**config.mk**
```make
export PLATFORM = sky130hd
export DESIGN_NAME = spd_pll_sequencer
export DESIGN_NICKNAME = d
export VERILOG_FILES = /design/src/rtl/spd_pll_sequencer.sv
export SDC_FILE = /design/constraint.sdc
export NUM_CORES = 1
export LEC_CHECK = 0
export BUFFER_PORTS_ARGS = -buffer_cell sky130_fd_sc_hd__buf_2
export CORE_MARGIN = 2
export CORE_UTILIZATION = 56
export CTS_CLUSTER_DIAMETER = 150
export DETAILED_ROUTE_END_ITERATION = 8
export PLACE_DENSITY = 0.88
export RECOVER_POWER = 100
export REMOVE_ABC_BUFFERS = 1
export SYNTH_ARGS = -nofsm -noshare
export SYNTH_HDL_FRONTEND = slang
export SYNTH_SLANG_ARGS = --single-unit
```
**constraint.sdc**
```tcl
create_clock -name i_clk -period 2.07 [get_ports i_clk]
set_input_delay 0.414 -clock i_clk [delete_from_list [all_inputs] [get_ports i_clk]]
set_output_delay 0.414 -clock i_clk [all_outputs]
set_load 0.005 [all_outputs]
```
**src/rtl/spd_pll_sequencer.sv**
```systemverilog
// SPD-domain PLL sequencer: drives PLL reset, supervises lock with retry on timeout, and issues a debounced ready.
// Optional macro SPD_PLL_AUTO_RELOCK_EN: lock loss in RUN restarts the full sequence instead of faulting.
module spd_pll_sequencer #(
  parameter int RST_HOLD_CYCLES     = 16,
  parameter int LOCK_TIMEOUT_CYCLES = 4096,
  parameter int STABLE_CYCLES       = 64,
  parameter int MAX_RETRIES         = 3,
  localparam int RW = ($clog2(MAX_RETRIES + 1) < 1) ? 1 : $clog2(MAX_RETRIES + 1)
) (
  input  logic          i_clk,
  input  logic          i_rst_n,
  input  logic          i_pll_locked,
  input  logic          i_restart,
  output logic          o_pll_reset,
  output logic          o_ready,
  output logic          o_fault,
  output logic [RW-1:0] o_retry_count,
  output logic [2:0]    o_state
);

  localparam int MAX_A  = (RST_HOLD_CYCLES > LOCK_TIMEOUT_CYCLES) ? RST_HOLD_CYCLES : LOCK_TIMEOUT_CYCLES;
  localparam int MAXCYC = (MAX_A > STABLE_CYCLES) ? MAX_A : STABLE_CYCLES;
  localparam int CW     = ($clog2(MAXCYC) < 1) ? 1 : $clog2(MAXCYC);

  localparam logic [2:0] S_RESET_HOLD = 3'd0;
  localparam logic [2:0] S_WAIT_LOCK  = 3'd1;
  localparam logic [2:0] S_STABLE     = 3'd2;
  localparam logic [2:0] S_RUN        = 3'd3;
  localparam logic [2:0] S_FAULT      = 3'd4;

  localparam logic [CW-1:0] HOLD_LAST = CW'(RST_HOLD_CYCLES - 1);
  localparam logic [CW-1:0] TO_LAST   = CW'(LOCK_TIMEOUT_CYCLES - 1);
  localparam logic [CW-1:0] STB_LAST  = CW'(STABLE_CYCLES - 1);
  localparam logic [RW-1:0] RETRY_MAX = RW'(MAX_RETRIES);

  logic [2:0]    state_q, state_d;
  logic [CW-1:0] cnt_q, cnt_d;
  logic [RW-1:0] retry_q, retry_d;
  logic          sync1_q, lk_q;
  logic          pll_reset_q, ready_q, fault_q;

  // PLL LOCKED is asynchronous to i_clk
  always_ff @(posedge i_clk or negedge i_rst_n) begin
    if (!i_rst_n) begin
      sync1_q <= 1'b0;
      lk_q    <= 1'b0;
    end else begin
      sync1_q <= i_pll_locked;
      lk_q    <= sync1_q;
    end
  end

  // Counter defaults to zero so every transition (and the idle RUN/FAULT states) clears it
  always_comb begin
    state_d = state_q;
    cnt_d   = '0;
    retry_d = retry_q;
    if (i_restart) begin
      state_d = S_RESET_HOLD;
      retry_d = '0;
    end else begin
      case (state_q)
        S_RESET_HOLD: begin
          if (cnt_q == HOLD_LAST) state_d = S_WAIT_LOCK;
          else                    cnt_d   = cnt_q + CW'(1);
        end
        S_WAIT_LOCK: begin
          if (lk_q) begin
            state_d = S_STABLE;
          end else if (cnt_q == TO_LAST) begin
            if (retry_q < RETRY_MAX) begin
              retry_d = retry_q + RW'(1);
              state_d = S_RESET_HOLD;
            end else begin
              state_d = S_FAULT;
            end
          end else begin
            cnt_d = cnt_q + CW'(1);
          end
        end
        S_STABLE: begin
          if (!lk_q)                  state_d = S_WAIT_LOCK;
          else if (cnt_q == STB_LAST) state_d = S_RUN;
          else                        cnt_d   = cnt_q + CW'(1);
        end
        S_RUN: begin
          if (!lk_q) begin
`ifdef SPD_PLL_AUTO_RELOCK_EN
            state_d = S_RESET_HOLD;
            retry_d = '0;
`else
            state_d = S_FAULT;
`endif
          end
        end
        S_FAULT: state_d = S_FAULT;
        default: state_d = S_RESET_HOLD;
      endcase
    end
  end

  // Outputs are decoded from the next state so they switch on the same edge as o_state
  always_ff @(posedge i_clk or negedge i_rst_n) begin
    if (!i_rst_n) begin
      state_q     <= S_RESET_HOLD;
      cnt_q       <= '0;
      retry_q     <= '0;
      pll_reset_q <= 1'b1;
      ready_q     <= 1'b0;
      fault_q     <= 1'b0;
    end else begin
      state_q     <= state_d;
      cnt_q       <= cnt_d;
      retry_q     <= retry_d;
      pll_reset_q <= (state_d == S_RESET_HOLD) || (state_d == S_FAULT);
      ready_q     <= (state_d == S_RUN);
      fault_q     <= (state_d == S_FAULT);
    end
  end

  assign o_pll_reset   = pll_reset_q;
  assign o_ready       = ready_q;
  assign o_fault       = fault_q;
  assign o_retry_count = retry_q;
  assign o_state       = state_q;

endmodule
```
==> results by group <==
Floorplanning
  – Site Rows: 15
  – Core Area: 0.00176 mm²
  – Die width: ~48 µm
  – Die Height: 47.9 µm
  – Die area: 0.00230 mm²
  – Number of I/O pins: 12
  – Initial Util: 0.612

Clock network
  – Hold buffer count at CTS: 0
  – TritonCTS clock tree: done
  – Clk buf depth: 2
  – Clk_lat worst skew: between 300 and 400 ps
  – PostCTS Resize Cnt: 0
  – Inserted Clock Buffers: 3
  – CTS root buf: clkbuf_4
  – Clock sinks: 22
  – H-tree depth: 1
  – Setup Fix Bufs, Post-CTS: 0
  – Reg clk slew, reported paths: 130 ps

Setup path
  – Crit. End Element: flop
  – Max FO, Critical Path: 11
  – CP max-delay cell: nor4_1
  – Startpoint types: flop
  – CP Class: flop to flop
  – Critical-path cell list: nor4_1 > nand2_1 > o2111ai_1 > a31o_2 > nor2_1
  – Worst EP required: 2270 ps
  – Worst path max stage delay: 510 ps
  – Critical Path AT: approximately 2100 ps

Pwr
  – Static Leak: 0.000550 µW
  – Pwr dens: 672 mW/mm²
  – Total power: 800 µW
  – VDD IR-drop max: 0.000546 V

Route
  – Via count: 808
  – Routed WL per cell: 13.5 µm
  – First drt pass iteration count: 4
  – Initial DRC count: 15
  – Drt drc: 0
  – Remaining antenna violation count after routing: 0
  – Vias/cell: 5.61
  – Total wire length: approximately 2000 µm

STA
  – Post-layout min period: 1870 ps
  – RSZ-0062 raised after global routing: no
  – Final setup TNS: 0 ps
  – # setup viols final: 0
  – Final worst path period share: 0.902
  – Number of hold violations in the final report: 0
  – Rel. slew slack: 0.232
  – Worst-Margin Slew: 1150 ps
  – Slew Viols, Final: 0
  – Layout Skew: 11.4 ps
  – Achievable frequency: 0.536 GHz

Synthesis
  – EDFF count, synth: 0
  – Yosys Warn Count: 0
  – Post-synth top cells: 21 x dfrtp_1, 19 x nor2_1, 6 x inv_1, 6 x nand2_1, 6 x xor2_1
  – Top-count cell post-synth: dfrtp_1
  – Ys async rst share: 1.00
  – Top-area cell type share of the netlist area: 0.487
  – Post-synth top area cell: dfrtp_1
  – Syn_area_per_cell: 10.2 µm²
  – Ys flop type: dfrtp_1
  – Syn Inst Count: 106
  – Synth cell types: 37
  – Yosys reg bits: 22
  – Largest cells by area after synthesis: dfrtp_1 49%, nor2_1 6.6%, xor2_1 4.9%
  – Synthesized area: about 0.0011 mm²
  – Seq/Total Area, Yosys: 0.511

Cells and area
  – Share of layout cells above drive strength 1: 0.109
  – Final net count: 126
  – Post-Route Utilization: 0.675
  – Area delta synth->final: 10.3%
  – Antenna Cells: 0
  – Fin cells: 144

Run status
  – Outcome: finished, final reports clean

Global routing
  – Pin count of the biggest net entering global routing: 23
  – Total Routing Usage GR: 0.206
  – First-pass GRT wire length: between 3000 and 4000 µm
  – Gr ovfl total: 0
  – Vias in the first global route: 729
  – Initial antenna violation count: 0

Placed design
  – DP Cell Count: 140
  – PortBufs: 11
  – Final Wtd Congestion: 0.801
  – DP HPWL: 1440 µm

Hold path
  – HP Class: primary input to flop

Flow run
  – Max cap viols: 0
kinds of logic after synthesis:
kind of cell / Yosys count / share of synthesized area
adders and majority gates: 2 / 0.0232
buffers and inverters: 8 / 0.0359
DFF: 22 / 0.511
and+or+nand+nor: 50 / 0.257
xor gates and xnor gates: 11 / 0.0892
muxes: 1 / 0.00927
AOI/OAI and AO/OA: 12 / 0.0742
through the flow:
step	instance area [µm²]	setup WS, ps	hold slack, ps
2_1_floorplan	1060	438	118
3_3_place_gp	1150	270	332
3_5_place_dp	1150	227	340
4_1_cts	1200	198	35.1
5_1_grt	1190	38.5	177
6_report	1190	203	192
sequential cells by signal, summed over array words and instances, names as in the netlist:
signal         flops
o_ready            1
o_fault            1
o_state            3
o_pll_reset        1
sync1_q            1
cnt_q             12
o_retry_count      2
lk_q               1
worst max-delay path: cells and delay by family (launching register included):
family / cells / cell delay [ps]
compound gates: 2 / 590
flops: 1 / 460
simple gates: 3 / 700
area by class of cell:
cell class	instances	area (µm²)
fillers	148	573
well taps	25	31.3
repair buffers	11	43.8
multi-input cells	76	489
clock buffers	3	22.5
clock inverters	1	30.0
inverters	6	22.5
flip-flops and latches	22	552
power by group:
group / total, µW / switching [µW] / internal [µW]
registers: 443 / 6.43 / 437
clock network: 328 / 132 / 196
logic: 29.6 / 20.0 / 9.52
total: 800 / 158 / 642
path summary, 6_finish.rpt:
| path | slack [ps] | cells past startpoint | from | end |
|---|---|---|---|---|
| max reg2reg | 200 | 5 | cnt_q[6]$_DFF_PN0_ | cnt_q[11]$_DFF_PN0_ |
| min in group asynchronous | 290 | 1 | i_rst_n | cnt_q[4]$_DFF_PN0_ |
| min | 190 | 1 | i_pll_locked | sync1_q$_DFF_PN0_ |
| max | 200 | 5 | cnt_q[6]$_DFF_PN0_ | cnt_q[11]$_DFF_PN0_ |
| max in group asynchronous | 1090 | 1 | i_rst_n | cnt_q[7]$_DFF_PN0_ |
| min reg2reg | 370 | 0 | sync1_q$_DFF_PN0_ | lk_q$_DFF_PN0_ |
per-layer routing:
metal / GRT usage / routed length [µm] / vias up
met5: 0 / 0 / -
met4: 0.114 / 48 / 0
met3: 0.0453 / 115 / 5
met2: 0.304 / 890 / 27
met1: 0.281 / 888 / 386
li1: - / - / 390
placed cells by master, fill, tap and decap left out, types with 2 or more instances in the layout:
| cell | instances |
|---|---|
| dfrtp_1 | 21 |
| nor2_1 | 19 |
| clkbuf_1 | 9 |
| inv_1 | 6 |
| nand2_1 | 6 |
| xor2_1 | 6 |
| xnor2_1 | 5 |
| a21oi_1 | 4 |
| nand4_1 | 3 |
| nand3_1 | 3 |
| clkbuf_4 | 3 |
| and3_1 | 2 |
| o22ai_1 | 2 |
| nor3_1 | 2 |
| ha_1 | 2 |
| buf_2 | 2 |
No activity file was read; power rests on OpenSTA's default activity.
